`src/rtl/cache_pkg.sv`:
```
// Shared types and helpers for the set-associative data cache controller.
// Helper functions work on a fixed maximum width; callers cast to their own way count.
package cache_pkg;

    typedef enum logic [1:0] {
        IDLE,
        EVICT,
        ALLOCATE
    } state_t;

    localparam int unsigned MAX_WAYS = 32;

    // A binary tree over N leaves has N-1 internal nodes, one PLRU bit each.
    function automatic int unsigned plru_nodes(input int unsigned ways);
        return ways - 1;
    endfunction

    function automatic logic [MAX_WAYS-1:0] to_onehot(input int unsigned idx);
        return MAX_WAYS'(1) << idx;
    endfunction

    // Index of the lowest set bit, 0 when the vector is empty.
    function automatic int unsigned lowest_set(input logic [MAX_WAYS-1:0] vec);
        int unsigned idx;
        idx = 0;
        for (int i = MAX_WAYS - 1; i >= 0; i--) begin
            if (vec[i]) idx = i;
        end
        return idx;
    endfunction

endpackage

```
`src/rtl/plru_tree.sv`:
```
// Per-set tree pseudo-LRU state: heap-ordered node bits, combinational victim walk,
// and a single update port that points every node on an accessed way's path away from it.
module plru_tree
    import cache_pkg::*;
#(
    parameter int NUM_WAYS = 4,
    parameter int NUM_SETS = 8,
    parameter int SET_BITS = $clog2(NUM_SETS),
    parameter int WAY_BITS = $clog2(NUM_WAYS)
) (
    input  logic                clk,
    input  logic                rst,
    input  logic [SET_BITS-1:0] read_set,
    output logic [WAY_BITS-1:0] victim,
    input  logic                update_valid,
    input  logic [SET_BITS-1:0] update_set,
    input  logic [WAY_BITS-1:0] update_way
);

    localparam int unsigned NODES = plru_nodes(NUM_WAYS);

    logic [NODES-1:0] bits_q [NUM_SETS];
    logic [NODES-1:0] read_bits;
    logic [NODES-1:0] next_bits;

    // Walk from the root: a 0 bit descends left (2i+1), a 1 bit descends right (2i+2).
    always_comb begin
        int unsigned node;
        read_bits = bits_q[read_set];
        node      = 0;
        for (int l = 0; l < WAY_BITS; l++) begin
            node = 2 * node + 1 + 32'(1'(read_bits >> node));
        end
        victim = WAY_BITS'(node - NODES);
    end

    // Each path bit of the accessed way, MSB first, picks the child; the node is set to the other one.
    always_comb begin
        int unsigned node;
        logic        dir;
        // NOTE: every variable gets a value before any branch so no latch can be inferred.
        next_bits = bits_q[update_set];
        node      = 0;
        dir       = 1'b0;
        for (int l = 0; l < WAY_BITS; l++) begin
            dir       = 1'(update_way >> (WAY_BITS - 1 - l));
            next_bits = (next_bits & ~(NODES'(1) << node)) | (NODES'(!dir) << node);
            node      = 2 * node + 1 + 32'(dir);
        end
    end

    // NOTE: the PLRU storage is cleared by reset because victim choice after reset must be deterministic.
    always_ff @(posedge clk or posedge rst) begin
        if (rst) begin
            for (int s = 0; s < NUM_SETS; s++) bits_q[s] <= '0;
        end else if (update_valid) begin
            bits_q[update_set] <= next_bits;
        end
    end

endmodule

```
`src/rtl/dcache_assoc_control.sv`:
```
// Control FSM for an N-way write-back, write-allocate data cache: hit handling, victim
// selection, dirty writeback and line fill, with tree-PLRU replacement per set.
module dcache_assoc_control
    import cache_pkg::*;
#(
    parameter int NUM_WAYS = 4,
    parameter int NUM_SETS = 8,
    parameter int SET_BITS = $clog2(NUM_SETS),
    parameter int WAY_BITS = $clog2(NUM_WAYS)
) (
    input  logic                clk,
    input  logic                rst,
    input  logic                mem_read,
    input  logic                mem_write,
    input  logic [SET_BITS-1:0] mem_set,
    output logic                mem_resp,
    input  logic [NUM_WAYS-1:0] way_hit,
    input  logic [NUM_WAYS-1:0] way_valid,
    input  logic [NUM_WAYS-1:0] way_dirty,
    output logic                pmem_read,
    output logic                pmem_write,
    input  logic                pmem_resp,
    output logic                pmem_address_sel,
    output logic [WAY_BITS-1:0] read_way,
    output logic [NUM_WAYS-1:0] write_way,
    output logic                write_enable,
    output logic                datain_mux_sel,
    output logic                valid_in,
    output logic                dirty_in,
    output logic                cache_allocate
);

    state_t              state_q;
    logic [WAY_BITS-1:0] victim_q;

    logic                request;
    logic                is_write;
    logic                hit;
    logic [WAY_BITS-1:0] hit_idx;
    logic [WAY_BITS-1:0] plru_victim;
    logic [WAY_BITS-1:0] victim_sel;
    logic                victim_dirty;
    logic                plru_update;

    assign request  = mem_read | mem_write;
    assign is_write = mem_write & ~mem_read;   // simultaneous read and write is served as a read
    assign hit      = |way_hit;
    assign hit_idx  = WAY_BITS'(lowest_set(MAX_WAYS'(way_hit)));

    // An empty way is always preferred over displacing a live line.
    assign victim_sel   = (&way_valid) ? plru_victim
                                       : WAY_BITS'(lowest_set(MAX_WAYS'(~way_valid)));
    assign victim_dirty = way_valid[victim_sel] & way_dirty[victim_sel];

    plru_tree #(
        .NUM_WAYS (NUM_WAYS),
        .NUM_SETS (NUM_SETS),
        .SET_BITS (SET_BITS),
        .WAY_BITS (WAY_BITS)
    ) u_plru (
        .clk          (clk),
        .rst          (rst),
        .read_set     (mem_set),
        .victim       (plru_victim),
        .update_valid (plru_update),
        .update_set   (mem_set),
        .update_way   (hit_idx)
    );

    // NOTE: state registers use non-blocking assignments so every flop samples pre-edge values.
    always_ff @(posedge clk or posedge rst) begin
        if (rst) begin
            state_q  <= IDLE;
            victim_q <= '0;
        end else begin
            case (state_q)
                IDLE: begin
                    if (request && !hit) begin
                        victim_q <= victim_sel;
                        state_q  <= victim_dirty ? EVICT : ALLOCATE;
                    end
                end
                EVICT:    if (pmem_resp) state_q <= ALLOCATE;
                ALLOCATE: if (pmem_resp) state_q <= IDLE;
                default:  state_q <= IDLE;
            endcase
        end
    end

    // Outputs depend on the current request so a hit completes in the cycle it is presented.
    always_comb begin
        mem_resp         = 1'b0;
        pmem_read        = 1'b0;
        pmem_write       = 1'b0;
        pmem_address_sel = 1'b0;
        read_way         = '0;
        write_way        = '0;
        write_enable     = 1'b0;
        datain_mux_sel   = 1'b0;
        valid_in         = 1'b0;
        dirty_in         = 1'b0;
        cache_allocate   = 1'b0;
        plru_update      = 1'b0;
        case (state_q)
            IDLE: begin
                read_way = hit_idx;
                if (request && hit) begin
                    mem_resp    = 1'b1;
                    plru_update = 1'b1;
                    if (is_write) begin
                        write_enable   = 1'b1;
                        write_way      = NUM_WAYS'(to_onehot(32'(hit_idx)));
                        datain_mux_sel = 1'b1;
                        valid_in       = 1'b1;
                        dirty_in       = 1'b1;
                    end else begin
                        dirty_in = way_dirty[hit_idx];
                    end
                end
            end
            EVICT: begin
                pmem_write       = 1'b1;
                pmem_address_sel = 1'b1;
                read_way         = victim_q;
            end
            ALLOCATE: begin
                pmem_read = 1'b1;
                read_way  = victim_q;
                // The fill lands clean; the replayed hit in IDLE applies any CPU write.
                if (pmem_resp) begin
                    write_enable   = 1'b1;
                    write_way      = NUM_WAYS'(to_onehot(32'(victim_q)));
                    cache_allocate = 1'b1;
                    valid_in       = 1'b1;
                end
            end
            default: ;
        endcase
    end

    multi_hit_a: assert property (@(posedge clk) disable iff (rst)
        (state_q == IDLE && request) |-> $onehot0(way_hit))
        else $warning("dcache_assoc_control: several way_hit bits set, lowest index used");

    request_held_a: assert property (@(posedge clk) disable iff (rst)
        (state_q != IDLE) |-> request)
        else $error("dcache_assoc_control: request dropped before mem_resp");

endmodule

```
`config.mk`:
```
export PLATFORM = sky130hd
export DESIGN_NAME = dcache_assoc_control
export DESIGN_NICKNAME = d
export VERILOG_FILES = /design/src/rtl/cache_pkg.sv /design/src/rtl/plru_tree.sv /design/src/rtl/dcache_assoc_control.sv
export SDC_FILE = /design/constraint.sdc
export NUM_CORES = 1
export LEC_CHECK = 0
export BUFFER_PORTS_ARGS = -buffer_cell sky130_fd_sc_hd__buf_2
export CORE_MARGIN = 5
export CORE_UTILIZATION = 30
export DETAILED_ROUTE_END_ITERATION = 10
export GPL_ROUTABILITY_DRIVEN = 0
export HOLD_SLACK_MARGIN = 0.12
export PLACE_DENSITY = 0.5
export SYNTH_ARGS = -nofsm -noshare
export SYNTH_HDL_FRONTEND = slang
export SYNTH_SLANG_ARGS = --single-unit
```
`constraint.sdc`:
```
create_clock -name clk -period 6.68 [get_ports clk]
set_clock_uncertainty 0.1 [all_clocks]
set_input_delay 0.668 -clock clk [delete_from_list [all_inputs] [get_ports clk]]
set_output_delay 0.668 -clock clk [all_outputs]
set_load 0.02 [all_outputs]
```
After elaboration in Yosys (flattened, before gate mapping):

Cells that the tools add are included.

* add/sub/neg operators: 5
* order comparisons: 4
* equal/unequal tests: 5
* shift operators: 5
* muxes and demuxes: 72
* bitwise gates (word level): 10
* reductions and logical operators: 12

Operators by type and width (count)
* 2-bit two-way mux: 41
* 4-bit NOT with 32-bit output: 1
* 1-bit by 32-bit left shift with 3-bit output: 1
* 1-bit by 32-bit left shift with 3-bit output (first input constant): 1
* 24-bit bitwise mux: 1
* 1-bit two-way mux: 15
* 4-bit two-way mux: 3
* 3-bit binary-select mux with 3-bit select: 1
* 3-bit demux with 3-bit select: 1
* 3-bit two-way mux: 3
* 4-bit one-hot mux with 2 select lines: 1
* 1-bit by 2-bit left shift with 4-bit output (first input constant): 2
* 1-bit binary-select mux with 2-bit select: 3
* 2-bit by 3-bit < comparator with 1-bit output (second input constant): 2
* 2-bit != test (second input constant): 3
* 2-bit one-hot mux with 3 select lines: 1
* 1-bit by 1-bit adder with 2-bit output (first input constant): 2
* 4-bit greater-or-equal comparator (second input constant): 1
* 4-bit by 1-bit < comparator with 1-bit output (second input constant): 1
* 3-bit NOT with 4-bit output: 1
* 2-bit one-hot mux with 2 select lines: 1
* 4-bit AND reduction: 1
* 4-bit OR reduction: 1
* 3-bit AND: 1
* 19 further kinds: 24

* register bits: 28
* bits of input ports: 20
* output and inout port bits: 15
* logic and storage cells: 123

Logic depth before layout (Yosys ltp):

* word-level depth: 40
* mapped depth: 8
* gate-level depth less buffers: 8

Cells and area by module:

A second synthesis with hierarchy kept.

* cells, all modules: 194
* area total of the unflattened synthesis: 1888.1 µm²

By module, submodules not included
* plru_tree: instances 1, cells an instance 113, area an instance 1322.5 µm², seq. area each 600.6 µm²
* dcache_assoc_control: instances 1, cells an instance 81, area an instance 565.5 µm², seq. area each 100.1 µm²

Least setup slack after synthesis:

Ideal clock, no wire load.

* path type: input port to output port
* start point: in way_hit[2]
* end point: out dirty_in
* data arrival time: 1.720 ns
* data required time: 5.912 ns
* slack: 4.192 ns
* stages: 5
* buffers on the path: 0
* cells stage by stage: inv_1 -> a21oi_1 -> nor2_1 -> mux4_2 -> o21a_1

* cells in the longest elaborated chain, start to end: 8
* elaborated cells on any way between the ends: 10
* classes of those cells: mux (8); reduce/logical (2)

Ends and longest elaborated chain
* from (decl): RTL line dcache_assoc_control.sv:17 `input logic [NUM_WAYS-1:0] way_hit,`
* 2-bit two-way mux (3 in a row): RTL line cache_pkg.sv:27 `if (vec[i]) idx = i;`
* 1-bit binary-select mux with 2-bit select: RTL line dcache_assoc_control.sv:117 `dirty_in = way_dirty[hit_idx];`
* 1-bit two-way mux (implied by the code): RTL line dcache_assoc_control.sv:117
* 1-bit two-way mux: RTL line dcache_assoc_control.sv:110 `if (is_write) begin`
* 1-bit two-way mux (*): RTL line dcache_assoc_control.sv:107 `if (request && hit) begin`
* 1-bit two-way mux (*): RTL line dcache_assoc_control.sv:104 `case (state_q)`
* to (decl): RTL line dcache_assoc_control.sv:29 `output logic dirty_in,`

Mark *: on every way between the ends. The rest lies on a longest branch, timed or not. The select of a mux whose other input is x is not followed.

Worst setup path in the final report:

Ends and elaborated chain as after synthesis.

==> reports/qor.csv <==
metric,value,unit
Arrival @ worst endpoint,2.02,ns
setup violators final,0,
final wirelength,4.03,mm
Initial Util,0.309,
"count leader, synth",dfrtp_1,
H-tree Lvls,1,
CTS tree,done,
first-pass GRT wire length,6.69,mm
synth warn,0,
die width,85.3,um
row count,27,
post-synthesis sequential area ratio,0.411,
Synth Flop Type,dfrtp_1,
"Async S/R FF share, synth",1.00,
unrepaired setup endpoints after global routing,false,
Post-CTS Hold Fix Bufs,0,
Root Driver,clkbuf_8,
Rel. slew slack,0.272,
Critical Path RT,5.91,ns
Vias/cell,5.01,
Clock Sink Count,28,
crit share post-route,0.417,
critical path class,in2out,
post-synthesis area per instance,10.1,sq um
WL per Instance,14.9,um
"Distinct cells, synth",38,
All-Layer GR Usage,0.113,
largest net degree at the start of global routing,29,
Worst-Margin Slew,1.09,ns
DR iter-0 viols,57,
Skew-Pair Late Insertion Delay,0.27,ns
area share of the largest cell type after synthesis,0.411,
vias,1359,
Post-Synthesis Cells,168,
startpoint class of the critical path,input port,
Die Area,7280,sq um
Leak,0.909,nW
Placed Cells,268,
Core Area,5510,sq um
CP Capture Type,primary output,
CTS Buf Count,3,
number of gates resized after CTS,0,
Die H,85.3,um
synth top area cells,"dfrtp_1, mux2_2, mux4_1, nand2_1, nor2_1",
Synth top cells by count,"dfrtp_1, nand2_1, nor2_1",
Yosys top cell by area,dfrtp_1,
HPWL after detailed placement,3.21,mm
initial antenna violation count,0,
area grow syn2layout,15.7,%
Post-synth EDFFs,0,
Final Hold Viols,0,
Nets,225,
Cell Pwr Density,311,nW/um^2
vias in the first global route,1361,
Non-Filler Instances,271,
status,"finished, final reports clean",
Pins Over Slew Limit,0,
Routed Antenna Nets,0,
Residual DRC,0,
Post-Syn Area,1700,sq um
Worst IR Drop VDD,0.129,mV
Antenna Cells,0,
total congestion overflow,0,
share of cells above drive strength 1,0.302,
Max Freq,359,MHz
register bit total from synthesis,28,
"CTS clk-pin slew, worst paths",0.09,ns
Hold Path Class,reg2reg,
MaxCap Viol Count,0,
CP max FO,4,
Port Buf Inserts,34,
crit path time final,2.79,ns
Max Buffers Root-to-Sink,2,
IO Pins,35,
setup bufs post-CTS,0,
Synthesized Nets,192,
DRT Pass-1 Iters,4,
Setup TNS,0,ns
[final timing paths]
path / from / to / slack (ns) / depth (start not counted)
min in group asynchronous: rst / u_plru.bits_q[5] / 0.56 / 2
worst max-delay path: way_hit[2] / dirty_in / 3.89 / 7
worst min register to register: u_plru.bits_q[12] / u_plru.bits_q[12] / 0.40 / 2
worst max register to register: state_q[0] / u_plru.bits_q[16] / 4.08 / 7
max in group asynchronous: rst / u_plru.bits_q[17] / 5.26 / 2
worst min-delay path: u_plru.bits_q[12] / u_plru.bits_q[12] / 0.40 / 2
[critical path, stage by stage]
cell and delay (ns):
buf_2 0.12, inv_1 0.05, a21oi_1 0.05, nor2_1 0.27, mux4_2 0.54, o21a_1 0.17
buf_2 0.15
[state kept, by name, indices dropped and copies added (netlist names)]
name           cells
victim_q           2
state_q            2
u_plru.bits_q     24
[area by class of cell]
| class | count | area, sq um |
|---|---|---|
| clock buffer | 3 | 41.3 |
| inverter | 9 | 33.8 |
| multi-input combinational | 124 | 927 |
| timing repair buffer | 35 | 178 |
| sequential | 28 | 701 |
| tap | 72 | 90.1 |
| fill | 577 | 3540 |
[through the flow]
step | util | hold slack [ns] | power (mW) | setup slack (ns) | area (sq um)
4_1_cts | 0.358 | 0.398 | 0.622 | 3.88 | 1970
3_3_place_gp | 0.350 | 0.376 | 0.530 | 3.86 | 1930
6_report | 0.358 | 0.399 | 0.612 | 3.89 | 1970
5_1_grt | 0.358 | 0.411 | 0.661 | 3.81 | 1970
2_1_floorplan | - | 0.342 | 0.463 | 4.19 | 1700
3_5_place_dp | 0.350 | 0.381 | 0.531 | 3.87 | 1930
[logic make-up (layout without fill, tap and decap cells)]
| logic type | count (synthesis) | after routing | synth area share |
|---|---|---|---|
| muxes | 26 | 26 | 0.214 |
| buffers and inverters | 16 | 47 | 0.0441 |
| adders and majority gates | 4 | 4 | 0.0294 |
| DFF | 28 | 28 | 0.411 |
| AOI/OAI and AO/OA | 39 | 39 | 0.152 |
| and+or+nand+nor | 55 | 55 | 0.149 |
[layout by cell type (no fill, tap or decap), types with 2 or more instances in the layout]
cell	count
nand2_1	19
dfrtp_1	28
inv_1	9
and2_1	2
nor2b_1	2
o21ai_0	10
mux2_2	14
mux4_1	3
o2111ai_1	2
a21boi_0	2
and3_1	2
a21oi_1	7
mux2i_1	6
o22ai_1	2
nor3_1	3
a22oi_1	2
mux4_2	2
nor2_1	19
buf_2	34
clkbuf_8	3
ha_1	4
nand3_1	3
a31oi_1	6
[routing by layer]
layer	vias to the layer above	track usage	share of wire
met5	-	0	0
met4	0	0.0259	0.0062
met3	2	0.0291	0.068
met2	40	0.174	0.43
met1	638	0.157	0.49
li1	679	-	-
[power breakdown]
part	leakage (nW)	internal, mW	switching, mW
registers	0.323	0.242	0.0396
clock network	0.0216	0.0404	0.0475
logic	0.564	0.115	0.128
total	0.909	0.397	0.215
No activity file was read; power rests on OpenSTA's default activity.
